File: config.mk
export PLATFORM = sky130hd
export DESIGN_NAME = csr_unit_m_flat
export DESIGN_NICKNAME = d
export VERILOG_FILES = /design/src/rtl/csr_unit_m_if.sv /design/src/rtl/csr_unit_m.sv /design/src/flat_wrapper.sv
export SDC_FILE = /design/constraint.sdc
export NUM_CORES = 1
export LEC_CHECK = 0
export ABC_CLOCK_PERIOD_IN_PS = 1900
export CORE_MARGIN = 1
export CORE_UTILIZATION = 42
export CTS_CLUSTER_SIZE = 25
export DETAILED_ROUTE_END_ITERATION = 6
export GPL_TIMING_DRIVEN = 1
export PLACE_DENSITY = 0.8
export SLEW_MARGIN = 20
export SYNTH_ARGS = -nofsm -noshare
export SYNTH_HDL_FRONTEND = slang
export SYNTH_SLANG_ARGS = --single-unit
File: constraint.sdc
create_clock -name clk_i -period 1.9 [get_ports clk_i]
set_input_delay 0.285 -clock clk_i [delete_from_list [all_inputs] [get_ports clk_i]]
set_output_delay 0.285 -clock clk_i [all_outputs]
set_load 0.1 [all_outputs]
File: src/rtl/csr_unit_m_if.sv
// csr_unit_m_if: pipeline <-> CSR unit bus.
// The master (pipeline) drives the CSR access fields, commit strobes and interrupt lines.
// The slave (CSR unit) drives the read data, the redirect and the sleep status.
interface csr_unit_m_if;
  logic [11:0] csr_addr;
  logic [31:0] csr_rdata;
  logic [31:0] csr_wdata;
  logic [1:0]  csr_op;
  logic        retire;
  logic        stall;
  logic        wfi;
  logic        mret;
  logic [31:0] trap_pc;
  logic        ext_irq;
  logic        timer_irq;
  logic        redirect;
  logic [31:0] redirect_pc;
  logic        sleeping;
  modport master (
    output csr_addr, csr_wdata, csr_op, retire, stall, wfi, mret, trap_pc, ext_irq, timer_irq,
    input  csr_rdata, redirect, redirect_pc, sleeping
  );
  modport slave (
    input  csr_addr, csr_wdata, csr_op, retire, stall, wfi, mret, trap_pc, ext_irq, timer_irq,
    output csr_rdata, redirect, redirect_pc, sleeping
  );
endinterface

File: src/rtl/csr_unit_m.sv
// csr_unit_m: machine-mode CSRs, interrupt entry/mret redirect, WFI sleep FSM, optional cycle/instret counters.
// Ports: clk_i clock; rst_ni async active-low reset; bus (csr_unit_m_if.slave) CSR access, commit strobes,
// interrupt lines, redirect and sleep status.
// Define CSR_COUNTERS_EN to build mcycle/minstret (CNT_W bits wide); otherwise the counter addresses read 0.
module csr_unit_m #(
  parameter logic [31:0] MTVEC_INIT = 32'h0001_0000,
  parameter bit          MTVEC_WR   = 1'b0,
  parameter int          CNT_W      = 64
) (
  input logic         clk_i,
  input logic         rst_ni,
  csr_unit_m_if.slave bus
);
  typedef enum logic {RUN, SLEEP} state_e;
  state_e state_q, state_d;
  logic mie_q, mie_d, mpie_q, mpie_d, mtie_q, mtie_d, meie_q, meie_d, mtip_q, meip_q;
  logic [31:0] mtvec_q, mtvec_d, mepc_q, mepc_d, mcause_q, mcause_d;
  logic [31:0] mtvec, rdata, wval;
  logic [63:0] cyc64, ins64;
  logic pend, take, do_mret, csr_we;
  assign mtvec   = MTVEC_WR ? mtvec_q : {MTVEC_INIT[31:2], 2'b00};
  assign pend    = (meip_q & meie_q) | (mtip_q & mtie_q);
  assign take    = mie_q & pend & ~bus.stall;
  assign do_mret = bus.mret & ~bus.stall & ~take;
  // trap entry and mret both beat a CSR op in the same cycle; sleep blocks CSR ops
  assign csr_we  = (bus.csr_op != 2'b00) & ~bus.stall & ~take & ~bus.mret & (state_q == RUN);
  assign wval    = bus.csr_op == 2'b01 ? bus.csr_wdata :
                   bus.csr_op == 2'b10 ? rdata | bus.csr_wdata : rdata & ~bus.csr_wdata;
  assign bus.csr_rdata   = rdata;
  assign bus.redirect    = take | do_mret;
  assign bus.redirect_pc = do_mret ? mepc_q : mtvec;
  assign bus.sleeping    = state_q == SLEEP;
  always_comb begin
    rdata = '0;
    case (bus.csr_addr)
      12'h300: rdata = {19'd0, 2'b11, 3'd0, mpie_q, 3'd0, mie_q, 3'd0};
      12'h304: rdata = {20'd0, meie_q, 3'd0, mtie_q, 7'd0};
      12'h305: rdata = mtvec;
      12'h341: rdata = mepc_q;
      12'h342: rdata = mcause_q;
      12'h344: rdata = {20'd0, meip_q, 3'd0, mtip_q, 7'd0};
      12'hB00: rdata = cyc64[31:0];
      12'hB02: rdata = ins64[31:0];
      12'hB80: rdata = cyc64[63:32];
      12'hB82: rdata = ins64[63:32];
      default: rdata = '0;
    endcase
  end
  always_comb begin
    mie_d    = mie_q;
    mpie_d   = mpie_q;
    mtie_d   = mtie_q;
    meie_d   = meie_q;
    mtvec_d  = mtvec_q;
    mepc_d   = mepc_q;
    mcause_d = mcause_q;
    if (take) begin
      mepc_d   = {bus.trap_pc[31:2], 2'b00};
      mpie_d   = mie_q;
      mie_d    = 1'b0;
      mcause_d = (meip_q & meie_q) ? 32'h8000_000B : 32'h8000_0007;
    end else if (do_mret) begin
      mie_d  = mpie_q;
      mpie_d = 1'b1;
    end else if (csr_we) begin
      case (bus.csr_addr)
        12'h300: begin
          mie_d  = wval[3];
          mpie_d = wval[7];
        end
        12'h304: begin
          mtie_d = wval[7];
          meie_d = wval[11];
        end
        12'h305: mtvec_d  = MTVEC_WR ? {wval[31:2], 2'b00} : mtvec_q;
        12'h341: mepc_d   = {wval[31:2], 2'b00};
        12'h342: mcause_d = wval;
        default: ;
      endcase
    end
  end
  // wake-up ignores MIE; if MIE is set, take fires in the same exit cycle
  always_comb begin
    state_d = state_q == RUN ? ((bus.wfi & ~bus.stall & ~pend) ? SLEEP : RUN) : (pend ? RUN : SLEEP);
  end
  always_ff @(posedge clk_i or negedge rst_ni) begin
    if (!rst_ni) state_q <= RUN;
    else state_q <= state_d;
  end
  always_ff @(posedge clk_i or negedge rst_ni) begin
    if (!rst_ni) begin
      mie_q    <= 1'b0;
      mpie_q   <= 1'b0;
      mtie_q   <= 1'b0;
      meie_q   <= 1'b0;
      mtip_q   <= 1'b0;
      meip_q   <= 1'b0;
      mtvec_q  <= {MTVEC_INIT[31:2], 2'b00};
      mepc_q   <= '0;
      mcause_q <= '0;
    end else begin
      mie_q    <= mie_d;
      mpie_q   <= mpie_d;
      mtie_q   <= mtie_d;
      meie_q   <= meie_d;
      mtip_q   <= bus.timer_irq;
      meip_q   <= bus.ext_irq;
      mtvec_q  <= mtvec_d;
      mepc_q   <= mepc_d;
      mcause_q <= mcause_d;
    end
  end
`ifdef CSR_COUNTERS_EN
  logic [CNT_W-1:0] cyc_q, ins_q;
  logic [63:0] cyc_n, ins_n;
  assign cyc64 = 64'(cyc_q);
  assign ins64 = 64'(ins_q);
  // a written half replaces that half's incremented value; truncation to CNT_W gives the wrap
  always_comb begin
    cyc_n = cyc64 + 64'd1;
    ins_n = ins64 + 64'(bus.retire & ~bus.stall & (state_q == RUN));
    if (csr_we && bus.csr_addr == 12'hB00) cyc_n[31:0]  = wval;
    if (csr_we && bus.csr_addr == 12'hB80) cyc_n[63:32] = wval;
    if (csr_we && bus.csr_addr == 12'hB02) ins_n[31:0]  = wval;
    if (csr_we && bus.csr_addr == 12'hB82) ins_n[63:32] = wval;
  end
  always_ff @(posedge clk_i or negedge rst_ni) begin
    if (!rst_ni) begin
      cyc_q <= '0;
      ins_q <= '0;
    end else begin
      cyc_q <= cyc_n[CNT_W-1:0];
      ins_q <= ins_n[CNT_W-1:0];
    end
  end
`else
  assign cyc64 = '0;
  assign ins64 = '0;
`endif
endmodule

File: src/flat_wrapper.sv
// flat-port wrapper written by rule: the top's interface ports become plain ports
module csr_unit_m_flat 
#(
  parameter logic [31:0] MTVEC_INIT = 32'h0001_0000,
  parameter bit          MTVEC_WR   = 1'b0,
  parameter int          CNT_W      = 64
)
  (clk_i, rst_ni, bus_csr_addr, bus_csr_wdata, bus_csr_op, bus_retire, bus_stall, bus_wfi, bus_mret, bus_trap_pc, bus_ext_irq, bus_timer_irq, bus_csr_rdata, bus_redirect, bus_redirect_pc, bus_sleeping);
  csr_unit_m_if bus_i ();
  input logic clk_i;
  input logic rst_ni;
  input wire logic [$bits(bus_i.csr_addr)-1:0] bus_csr_addr;
  input wire logic [$bits(bus_i.csr_wdata)-1:0] bus_csr_wdata;
  input wire logic [$bits(bus_i.csr_op)-1:0] bus_csr_op;
  input wire logic [$bits(bus_i.retire)-1:0] bus_retire;
  input wire logic [$bits(bus_i.stall)-1:0] bus_stall;
  input wire logic [$bits(bus_i.wfi)-1:0] bus_wfi;
  input wire logic [$bits(bus_i.mret)-1:0] bus_mret;
  input wire logic [$bits(bus_i.trap_pc)-1:0] bus_trap_pc;
  input wire logic [$bits(bus_i.ext_irq)-1:0] bus_ext_irq;
  input wire logic [$bits(bus_i.timer_irq)-1:0] bus_timer_irq;
  output wire logic [$bits(bus_i.csr_rdata)-1:0] bus_csr_rdata;
  output wire logic [$bits(bus_i.redirect)-1:0] bus_redirect;
  output wire logic [$bits(bus_i.redirect_pc)-1:0] bus_redirect_pc;
  output wire logic [$bits(bus_i.sleeping)-1:0] bus_sleeping;
  assign bus_i.csr_addr = bus_csr_addr;
  assign bus_i.csr_wdata = bus_csr_wdata;
  assign bus_i.csr_op = bus_csr_op;
  assign bus_i.retire = bus_retire;
  assign bus_i.stall = bus_stall;
  assign bus_i.wfi = bus_wfi;
  assign bus_i.mret = bus_mret;
  assign bus_i.trap_pc = bus_trap_pc;
  assign bus_i.ext_irq = bus_ext_irq;
  assign bus_i.timer_irq = bus_timer_irq;
  assign bus_csr_rdata = bus_i.csr_rdata;
  assign bus_redirect = bus_i.redirect;
  assign bus_redirect_pc = bus_i.redirect_pc;
  assign bus_sleeping = bus_i.sleeping;
  csr_unit_m #(.MTVEC_INIT(MTVEC_INIT), .MTVEC_WR(MTVEC_WR), .CNT_W(CNT_W)) u_core (.clk_i(clk_i), .rst_ni(rst_ni), .bus(bus_i));
endmodule
# After elaboration in Yosys (flattened, before gate mapping)

Index checks and enable logic that the tools add are counted.
W data, S select, Z words.

Muxes and demuxes: 24
Reductions and logical operators: 10
Equal/unequal tests: 9
Bitwise operators: 23

Operators by type and width:

| kind                   | count |
|---|---|
| $mux W32               | 11 |
| $pmux W32 S6           | 1 |
| $eq A12 B10 Y1 const B | 6 |
| $and A32 B32 Y32       | 1 |
| $not A32 Y32           | 1 |
| $or A32 B32 Y32        | 1 |
| $and A1 B1 Y1          | 12 |
| $mux W1                | 11 |
| $reduce_bool A2 Y1     | 4 |
| $not A1 Y1             | 6 |
| $reduce_and A3 Y1      | 2 |
| $reduce_bool A3 Y1     | 2 |
| $mux W4                | 1 |
| $reduce_and A4 Y1      | 1 |
| $eq A2 B1 Y1 const B   | 1 |
| $eq A2 B2 Y1 const B   | 1 |
| $ne A2 B1 Y1 const B   | 1 |
| $or A1 B1 Y1           | 2 |
| $reduce_and A2 Y1      | 1 |

Output and inout port bits: 66
Input port bits: 86
Register bits after elaboration: 71

# Depth between registers and ports, before layout

Gate-level depths: netlist of the first run.

Depth after elaboration: 11
Depth in mapped cells: 7

# Worst setup path after synthesis of the first run

OpenSTA, ideal clock, no wires.

Path kind: in2reg
From: input bus_csr_addr[0]
To: register u_core.mcause_q[16]
Setup time: 94 ps
Slack: -2600 ps
Data arrival time: 4406 ps
Data required time: 1806 ps
Cell stages on the path: 6
Cells stage by stage: clkbuf_1 -> nor4bb_1 -> a221oi_1 -> nor4_1 -> o21ai_0 -> o21ai_0

Longest elaborated chain between the ends: 9

RTL lines:

| item                                                       | RTL line           | source |
|---|---|---|
| from (decl)                                                | flat_wrapper.sv:12 | `input wire logic [$bits(bus_i.csr_addr)-1:0] bus_csr_addr;` |
| $eq A12 B10 Y1                                             | csr_unit_m.sv:35   | `case (bus.csr_addr)` |
| $pmux W32 S6 *                                             | csr_unit_m.sv:35   |  |
| named net bus_csr_rdata[16]                                | flat_wrapper.sv:22 | `output wire logic [$bits(bus_i.csr_rdata)-1:0] bus_csr_rdata;` |
| $and A32 B32 Y32 / $or A32 B32 Y32 (equally long branches) | csr_unit_m.sv:28   | `bus.csr_op == 2'b10 ? rdata \| bus.csr_wdata : rdata & ~bus.csr_wdata;` |
| $mux W32 *                                                 | csr_unit_m.sv:28   |  |
| $mux W32 *                                                 | csr_unit_m.sv:27   | `assign wval = bus.csr_op == 2'b01 ? bus.csr_wdata :` |
| $mux W32 *                                                 | csr_unit_m.sv:66   | `case (bus.csr_addr)` |
| $mux W32 *                                                 | csr_unit_m.sv:65   | `end else if (csr_we) begin` |
| $mux W32 *                                                 | csr_unit_m.sv:62   | `end else if (do_mret) begin` |
| $mux W32 *                                                 | csr_unit_m.sv:57   | `if (take) begin` |
| to (signal assigned)                                       | csr_unit_m.sv:110  | `mcause_q <= mcause_d;` |
| to (decl)                                                  | csr_unit_m.sv:17   | `logic [31:0] mtvec_q, mtvec_d, mepc_q, mepc_d, mcause_q, mcause_d;` |

The timed path passes the listed nets; every way through them passes the cells marked *. The select of a mux whose other input is x is not followed.
A chain may end at the register's enable or synchronous reset.

# Final worst setup path of the first run

From: input bus_csr_addr[0]
To: output bus_csr_rdata[18]

Longest elaborated chain between the ends: 2

RTL lines:

| item           | RTL line |
|---|---|
| $eq A12 B10 Y1 | csr_unit_m.sv:35 |
| $pmux W32 S6 * | csr_unit_m.sv:35 |
| to (decl)      | flat_wrapper.sv:22 |

Every way passes the cells marked *; elsewhere a longest branch is shown, timed or not.

==> impl_metrics.tcl, run 1 <==
set metrics [dict create \
    outcome "finished with violations" \
    violations "DRC, setup timing" \
    ys_dominant_reg_cell "dfrtp_1" \
    num_vias 7348 \
    r2r-end "u_core.mepc_q[2]" \
    power.leakage_nw 3.93 \
    dieWidth_um 106 \
    yosysWarnings 0 \
    crit_end "bus_csr_rdata[18]" \
    grt_max_degree 35 \
    wl_per_cell_um 35.8 \
    drv_slew 0 \
    core_area_sq_mm 0.0105 \
    synthDistinctLibCells 51 \
    antenna_found_initial 2 \
    period_needed_ns 2.53 \
    rr_startpoint "u_core.meie_q" \
    dieHeight_um 106 \
    rsz0062_at_grt "true" \
    r2r_cells 9 \
    hp-class "primary input to flop" \
    first_iter_violations 1058 \
    powerDensity_mw_per_mm2 393 \
    syn_avg_cell_area_sq_um 8.50 \
    synth-seq-cells 69 \
    nFillCells 262 \
    dr.pass1.iters 7 \
    port_buffers 146 \
    tightest_slew_ns 1.01 \
    start_util_pct 43.8 \
    place_ws_ns -0.492 \
    rrSetupSlack_ns -0.59 \
    synthCells 539 \
    seq_area_frac_synth_pct 37.7 \
    instances_no_fill 956 \
    cts.clk_slew.worst_paths_ns 0.09 \
    io_pins 152 \
    crit_type "primary input to output pin" \
    drt-total-wl_um 34200 \
    finalHoldViolCount 0 \
    dp.cells 864 \
    start_kind "primary input" \
    grt_first_pass_wirelength_um 39300 \
    post-route-period-util_pct 133 \
    tritoncts "done" \
    dpl.hpwl_um 12800 \
    setup_slack_ns -0.628 \
    grt.total_usage_pct 46.7 \
    die_area_sq_mm 0.0113 \
    slew_headroom_pct 32.7 \
    drive_gt1_share_pct 55.9 \
    critical_path_required_ns 1.62 \
    placed_area_sq_mm 0.00791 \
    crit_fanout 16 \
    drc 23 \
    grt_pass1_vias 6740 \
    routed_via_density 7.69 \
    arrival_ns 2.24 \
    ant_nets 0 \
    htreeDepth 3 \
    crit_start "bus_csr_addr[0]" \
    syn_area_sq_mm 0.00458 \
    setup_viol 128 \
    fmax_ghz 0.396 \
    cts_buffers 9 \
    peakVddDrop_mv 0.319 \
    cts_sinks 69 \
    nets 899 \
    final_core_util_pct 94.5 \
    gp_congestion 0.868 \
    synth_edf_count 0 \
    drv_cap 0 \
    synthArstFlopShare_pct 100 \
    final_area_sq_mm 0.00989 \
    globalRoute.totalOverflow 0 \
    area_delta_synth_final_pct 116 \
    clock-root-buffer "clkbuf_8" \
    critPathCaptureType "output pin" \
    rows 37 \
    clockBufferDepth 2 \
    insertion_delay_ns 0.40 \
    fin_setup_tns_ns -38.06 \
    finClkSkew_ns 0.0223 \
]
## cell usage in the layout (no fill, tap or decap), types with 4 or more instances in the layout
| master | instances |
|---|---|
| nor2_2 | 4 |
| and2_4 | 30 |
| o21ai_0 | 5 |
| o211ai_1 | 10 |
| nand4_1 | 4 |
| a22oi_2 | 30 |
| dfrtp_1 | 68 |
| clkbuf_16 | 4 |
| nand2_1 | 20 |
| clkbuf_8 | 9 |
| buf_16 | 5 |
| buf_4 | 93 |
| a22o_1 | 5 |
| o21ai_2 | 19 |
| and3b_1 | 4 |
| clkdlybuf4s50_1 | 68 |
| mux2i_1 | 10 |
| a21oi_1 | 9 |
| a22oi_1 | 21 |
| nand3_4 | 6 |
| buf_6 | 32 |
| buf_8 | 7 |
| nand3_1 | 16 |
| o21ai_1 | 40 |
| xnor2_1 | 32 |
| a221oi_2 | 15 |
| buf_12 | 92 |
| a21oi_2 | 4 |
| nor2_4 | 25 |
| nor2_1 | 14 |
| buf_2 | 6 |
| a31oi_4 | 4 |
| nand2_4 | 11 |
| nand3_2 | 10 |
## state kept, by name (all words and copies together), names as in the netlist
name and flops:
u_core.mepc_q 30, u_core.mtip_q 1, u_core.mpie_q 1, u_core.bus.sleeping 1, u_core.mcause_q 32, u_core.mie_q 1
u_core.meie_q 1, u_core.meip_q 1, u_core.mtie_q 1
## worst min path at each step
stage	from	to	cells after the start	slack, ns
floorplan	rst_ni	u_core.mcause_q[0]	0	-0.01
global placement	rst_ni	u_core.mepc_q[6]	1	0.26
detailed placement	rst_ni	u_core.mepc_q[6]	1	0.26
CTS	bus_timer_irq	u_core.mtip_q	1	0.35
global route	bus_timer_irq	u_core.mtip_q	1	0.37
finish	bus_timer_irq	u_core.mtip_q	1	0.37
## timing repair
action,4_1_cts,5_1_grt
gates resized for setup,197,116
gates cloned,12,5
buffers inserted,30,39
hold buffers,1,0
endpoints found under the hold margin,14,0
setup endpoints to repair,117,125
pin swaps,73,55
## cells in the mapped netlist (4+ instances only)
master,n,share of area [%]
a221oi_1,19,3.6
and2_1,31,4.2
clkbuf_1,38,3.1
o21ai_0,66,7.2
a21oi_1,14,1.5
and3b_1,4,0.76
nor3_1,5,0.55
mux2i_1,12,2.6
and4_1,4,0.76
buf_1,6,0.49
nor2b_1,5,0.68
dfrtp_1,69,38
nand3_1,30,3.3
o211ai_1,10,1.6
xnor2_1,32,6.1
nor2_1,43,3.5
a31oi_1,6,0.82
a22o_1,6,1.1
nand2_1,34,2.8
nand4_1,4,0.55
a22oi_1,51,8.4
## final cells by class
class	count	area (sq um)	area share (%)
clock inverter	6	63.8	0.645
tap	136	170	1.72
antenna	2	5.00	0.0506
clock buffer	10	128	1.29
timing repair buffer	311	3990	40.3
inverter	3	15.0	0.152
multi-input combinational	419	3790	38.3
sequential	69	1730	17.5
## kinds of logic (layout without fill, tap and decap cells)
logic type / Yosys count / count (layout) / share of synthesized area, %
other: 1 / 4 / 0.0819
AND/OR/NAND/NOR: 186 / 186 / 21.6
XOR/XNOR: 32 / 32 / 6.12
multiplexers: 12 / 12 / 2.62
AO/OA/AOI/OAI: 187 / 187 / 27.4
flip-flops: 69 / 69 / 37.7
buffers and inverters: 52 / 330 / 4.51
## layer usage
layer / wire length (um) / up-vias / track usage, %
li1: - / 2559 / -
met1: 10500 / 3355 / 51.4
met2: 14300 / 986 / 75.5
met3: 5060 / 442 / 12.3
met4: 4260 / 6 / 38.6
met5: 120 / - / 0
## critical path, stage by stage
cell and delay, ns:
buf_2 0.10, buf_6 0.14, nor2b_4 0.14, buf_6 0.15
buf_12 0.17, a22oi_1 0.81, nor2_4 0.19, buf_12 0.24
## power breakdown
part	internal [mW]	switching, mW
clock	0.607	0.761
combinational	0.456	0.585
sequential	1.47	0.00764
## metrics by stage
| step | hold slack [ns] | power (mW) |
|---|---|---|
| 2_1_floorplan | -0.0106 | 1.83 |
| 6_report | 0.374 | 3.89 |
| 4_1_cts | 0.354 | 3.54 |
| 3_5_place_dp | 0.264 | 2.23 |
| 3_3_place_gp | 0.258 | 2.21 |
| 5_1_grt | 0.366 | 3.92 |
Note: power is estimated with default switching activity, not from simulation.
==> inputs of run 2 (changes only) <==
--- a/config.mk
+++ b/config.mk
@@ -5,13 +5,14 @@
 export SDC_FILE = /design/constraint.sdc
 export NUM_CORES = 1
 export LEC_CHECK = 0
-export ABC_CLOCK_PERIOD_IN_PS = 1900
+export ABC_CLOCK_PERIOD_IN_PS = 2900
 export CORE_MARGIN = 1
-export CORE_UTILIZATION = 42
+export CORE_UTILIZATION = 45
 export CTS_CLUSTER_SIZE = 25
 export DETAILED_ROUTE_END_ITERATION = 6
+export GPL_ROUTABILITY_DRIVEN = 0
 export GPL_TIMING_DRIVEN = 1
-export PLACE_DENSITY = 0.8
+export PLACE_DENSITY = 0.82
 export SLEW_MARGIN = 20
 export SYNTH_ARGS = -nofsm -noshare
 export SYNTH_HDL_FRONTEND = slang
==> constraint.sdc (replaced) <==
create_clock -name clk_i -period 2.9 [get_ports clk_i]
set_input_delay 0.435 -clock clk_i [delete_from_list [all_inputs] [get_ports clk_i]]
set_output_delay 0.435 -clock clk_i [all_outputs]
set_load 0.1 [all_outputs]
==> run 2 against run 1 <==
Compared with the run above: the flow now finishes without violations; non-clock buffer count down 137; sequential power fell by 34%; final area down 27%; via count decreased by 30%; final cell count decreased by 15%; first-iteration DRC count is 47% lower; sequential share of layout area is 6.4 points higher; global-route usage shrank 15 points; count of clock-buffer cells in the layout is the same; worst hold slack lost 0.19 ns; critical path depth shrank 2; wire length shrank 52%; critical path type unchanged; highest routed layer is now met4.
==> impl_metrics.tcl, run 2 (synthesis gave the netlist of run 1 again) <==
set metrics [dict create \
    final_area_sq_mm 0.00722 \
    cts_resized 0 \
    num_vias 5143 \
    tritoncts "done" \
    htreeDepth 3 \
    grt_pass1_vias 5226 \
    first_iter_violations 559 \
    regMostFlops "u_core.mcause_q" \
    clock-root-buffer "clkbuf_8" \
    start_kind "primary input" \
    power.leakage_nw 2.75 \
    rsz0062_at_grt "false" \
    regArea_sq_mm 0.00173 \
    start_util_pct 46.6 \
    antenna_found_initial 1 \
    hold_ws_ns 0.189 \
    die_area_sq_mm 0.0106 \
    outcome "finished clean" \
    finClkSkew_ns 0.00808 \
    crit_fanout 24 \
    drc 0 \
    layout_commonest_cell "clkdlybuf4s50_1" \
    postCtsSetupBuffers 0 \
    placed_area_sq_mm 0.00698 \
    reg_top3 "u_core.mcause_q x32, u_core.mepc_q x30" \
    powerDensity_mw_per_mm2 324 \
    hp-class "primary input to async pin" \
    finalHoldViolCount 0 \
    multi_input_area_sq_mm 0.00275 \
    rows 36 \
    arrival_ns 2.37 \
    area_delta_synth_final_pct 57.8 \
    largest_reg_flops 32 \
    io_pins 152 \
    period_needed_ns 2.80 \
    ant_nets 0 \
    crit_type "primary input to output pin" \
    dr.pass1.iters 5 \
    slew_headroom_pct 26.5 \
    critPathCaptureType "output pin" \
    port_buffers 146 \
    drt-total-wl_um 16400 \
    nFillCells 724 \
    clockBufferDepth 2 \
    cts_sinks 69 \
    insertion_delay_ns 0.34 \
    critical_path_required_ns 2.47 \
    cts_buffers 9 \
    peakVddDrop_mv 0.233 \
    dieWidth_um 103 \
    mostFrequentLayoutCells "80 x clkdlybuf4s50_1, 69 x dfrtp_1, 66 x o21ai_0, 66 x buf_12, 51 x a22oi_1" \
    core_area_sq_mm 0.00982 \
    setup_viol 0 \
    dpl.hpwl_um 11300 \
    fin_setup_tns_ns 0 \
    dieHeight_um 103 \
    wl_per_cell_um 20.1 \
    drive_gt1_share_pct 21.0 \
    post-route-period-util_pct 96.7 \
    grt_max_degree 38 \
    globalRoute.totalOverflow 0 \
    grt_first_pass_wirelength_um 25500 \
    routed_via_density 6.31 \
    grt.total_usage_pct 31.7 \
    hold_buffers 0 \
    cts.clk_slew.worst_paths_ns 0.08 \
    nets 762 \
    drv_slew 0 \
    tightest_slew_ns 1.10 \
    fmax_ghz 0.357 \
    drv_cap 0 \
]
[run 2: changes by cell type in the layout (fill, tap and decap cells not counted), sizes merged, moves of 2 or more]
| cell | delta |
|---|---|
| bufinv | +2 |
| clkdlybuf4s50 | +12 |
| clkinvlp | -2 |
| clkbuf | -6 |
| buf | -141 |
[run 2: per-layer routing]
metal | GRT usage (%) | wire length [um]
met1 | 38.1 | 6140
met2 | 54.7 | 8480
met3 | 5.29 | 1280
met4 | 16.7 | 488
met5 | 0 | 0
[run 2: path summary, 6_finish.rpt]
path | from | end | cells after the start | slack (ns)
worst max-delay path | bus_csr_addr[3] | bus_csr_rdata[2] | 6 | 0.1
worst min-delay path | rst_ni | u_core.mepc_q[15] | 1 | 0.19
worst max register to register | u_core.meie_q | u_core.mepc_q[29] | 5 | 0.41
worst min register to register | u_core.mcause_q[5] | u_core.mcause_q[5] | 2 | 0.52
max in group asynchronous | rst_ni | u_core.mcause_q[9] | 2 | 2.03
min in group clk_i | u_core.mcause_q[5] | u_core.mcause_q[5] | 2 | 0.52
[run 2: cell type report]
| class | instances | area share [%] |
|---|---|---|
| diodes | 1 | 0.0346 |
| clock buffers | 10 | 1.77 |
| clock inverters | 6 | 1.54 |
| inverters | 3 | 0.156 |
| multi-input cells | 419 | 38.1 |
| flip-flops and latches | 69 | 23.9 |
| well taps | 133 | 2.30 |
| repair buffers | 174 | 32.2 |
[run 2: stage by stage]
step / setup WS [ns] / utilization, % / power (mW) / instances
3_3_place_gp: 0.150 / 71.1 / 1.38 / 798
4_1_cts: 0.143 / 73.5 / 2.34 / 814
6_report: 0.0959 / 73.6 / 2.34 / 815
2_1_floorplan: -0.226 / - / 1.18 / 540
5_1_grt: 0.0251 / 73.6 / 2.42 / 815
3_5_place_dp: 0.105 / 71.1 / 1.39 / 798
[run 2: critical path: stages]
cell	delay, ns
clkdlybuf4s50_1	0.59
nor2_1	0.32
nand4_1	0.13
buf_4	0.27
nor2_1	0.36
buf_12	0.23
[run 2: power breakdown]
group          total [mW]  internal, mW  leakage [nW]  switching, mW
registers           0.973         0.965         0.947        0.00774
logic               0.410         0.197          1.69          0.213
clock network       0.957         0.572         0.116          0.385
==> inputs of run 3 (changes only) <==
--- a/config.mk
+++ b/config.mk
@@ -7,13 +7,14 @@
 export LEC_CHECK = 0
 export ABC_CLOCK_PERIOD_IN_PS = 2900
 export CORE_MARGIN = 1
-export CORE_UTILIZATION = 45
+export CORE_UTILIZATION = 30
 export CTS_CLUSTER_SIZE = 25
 export DETAILED_ROUTE_END_ITERATION = 6
 export GPL_ROUTABILITY_DRIVEN = 0
 export GPL_TIMING_DRIVEN = 1
-export PLACE_DENSITY = 0.82
+export PLACE_DENSITY = 0.59
 export SLEW_MARGIN = 20
 export SYNTH_ARGS = -nofsm -noshare
 export SYNTH_HDL_FRONTEND = slang
 export SYNTH_SLANG_ARGS = --single-unit
+export TNS_END_PERCENT = 100
==> run 3 against run 2 <==
Compared with the run above: the run now ends with DRC left; final cell count up 5.8%; critical endpoint is now bus_csr_rdata[6]; highest routed layer unchanged; fmax up 2.0%; combinational power down 1%; non-clock buffer count down 2; final area up 1.4%; flip-flop and latch count unchanged; sequential share of layout area down 0.33 points; register-to-register slack better by 0.05 ns; wire length up 1.7%.
==> impl_metrics.tcl, run 3 (synthesis gave the netlist of run 1 again) <==
set metrics [dict create \
    crit_fanout 8 \
    dpl.hpwl_um 11500 \
    violations "DRC" \
    crit_start "bus_csr_addr[6]" \
    rows 44 \
    r2r_cells 5 \
    dieWidth_um 126 \
    port_buffers 146 \
    postCtsSetupBuffers 0 \
    critical_path_required_ns 2.47 \
    hold_buffers 0 \
    start_kind "primary input" \
    first_iter_violations 425 \
    clock-root-buffer "clkbuf_16" \
    cts_resized 0 \
    r2r-end "u_core.mepc_q[11]" \
    drc 7 \
    powerDensity_mw_per_mm2 331 \
    arrival_ns 2.32 \
    slew_headroom_pct 37.7 \
    final_core_util_pct 49.8 \
    insertion_delay_ns 0.33 \
    rrSetupSlack_ns 0.46 \
    fmax_ghz 0.364 \
    regArea_sq_mm 0.00173 \
    drv_slew 0 \
    nFillCells 1348 \
    tightest_slew_ns 0.934 \
    reg_top3 "u_core.mcause_q x32, u_core.mepc_q x30" \
    start_util_pct 31.2 \
    dieHeight_um 126 \
    mostFrequentLayoutCells "80 x clkdlybuf4s50_1, 69 x dfrtp_1, 67 x buf_12, 66 x o21ai_0, 51 x a22oi_1" \
    nets 760 \
    ant_nets 0 \
    globalRoute.totalOverflow 0 \
    io_pins 152 \
    clockBufferDepth 2 \
    hold_ws_ns 0.201 \
    grt_max_degree 70 \
    multi_input_area_sq_mm 0.00276 \
    power.leakage_nw 2.76 \
    grt.total_usage_pct 21.4 \
    tritoncts "done" \
    rsz0062_at_grt "false" \
    peakVddDrop_mv 0.249 \
    core_area_sq_mm 0.0147 \
    setup_slack_ns 0.150 \
    grt_pass1_vias 5008 \
    finClkSkew_ns 0.0107 \
    drive_gt1_share_pct 20.2 \
    regMostFlops "u_core.mcause_q" \
    critPathMaxStageDelay_ns 0.70 \
    place_ws_ns 0.157 \
    drt-total-wl_um 16700 \
    drv_cap 0 \
    wl_per_cell_um 19.3 \
    rr_startpoint "u_core.meip_q" \
    layout_commonest_cell "clkdlybuf4s50_1" \
    slowest_stage "clkdlybuf4s50_1" \
    largest_reg_flops 32 \
    die_area_sq_mm 0.0158 \
    period_needed_ns 2.75 \
    dr.pass1.iters 7 \
    cts_buffers 9 \
    hp-class "primary input to async pin" \
    critPathCaptureType "output pin" \
    cts.clk_slew.worst_paths_ns 0.06 \
    setup_viol 0 \
    finalHoldViolCount 0 \
    area_delta_synth_final_pct 60.0 \
    htreeDepth 3 \
    diodes 0 \
    grt_first_pass_wirelength_um 26500 \
    post-route-period-util_pct 94.8 \
    crit_chain "clkdlybuf4s50_1 -> inv_1 -> nor4_2 -> buf_4 -> and2_1 -> buf_12" \
    routed_via_density 5.68 \
    cts_sinks 69 \
    outcome "finished with violations" \
    crit_type "primary input to output pin" \
    num_vias 4897 \
    antenna_found_initial 0 \
    fin_setup_tns_ns 0 \
]
-- run 3: changes by cell type in the layout (fill, tap and decap cells not counted), moves of 2 or more --
cell | previous run | this run
clkbuf_1 | 1 | 4
bufinv_16 | 3 | 1
buf_4 | 26 | 24
clkbuf_16 | 0 | 9
clkbuf_8 | 9 | 0
-- run 3: area by class of cell --
cell class / count / area share (%)
inverters: 3 / 0.154
clock inverters: 2 / 0.478
clock buffers: 13 / 3.28
well taps: 184 / 3.14
flip-flops and latches: 69 / 23.6
multi-input cells: 419 / 37.6
repair buffers: 172 / 31.8
-- run 3: worst max path at each step --
stage,end,slack (ns),cells past startpoint
after detailed placement,u_core.mepc_q[11],0.16,7
after global routing,bus_csr_rdata[16],0.03,5
after global placement,u_core.mepc_q[11],0.11,7
final,bus_csr_rdata[6],0.15,6
after CTS,bus_csr_rdata[16],0.16,5
after floorplan,u_core.mcause_q[2],-0.23,7
-- run 3: stage by stage --
step	instances	power, mW	area (sq um)
CTS	862	2.45	7330
global placement	847	1.39	7050
finish	862	2.43	7330
detailed placement	847	1.40	7050
global route	862	2.52	7330
floorplan	540	1.18	4660
-- run 3: routing by layer --
metal	global-route usage, %	vias to the layer above	part of all wire [%]
li1	-	2263	-
met1	27.8	2383	43
met2	35.9	216	49
met3	2.44	35	6.0
met4	9.18	0	2.2
met5	0	-	0
-- run 3: power breakdown --
group | leakage, nW | switching [mW] | internal (mW)
Combinational | 1.68 | 0.213 | 0.193
Clock | 0.134 | 0.384 | 0.660
Sequential | 0.947 | 0.00837 | 0.967
-- run 3: worst max-delay path: cells and delay by family --
kind / cells / cell delay, ns
buffers and inverters: 4 / 1.31
and+or+nand+nor: 2 / 0.57
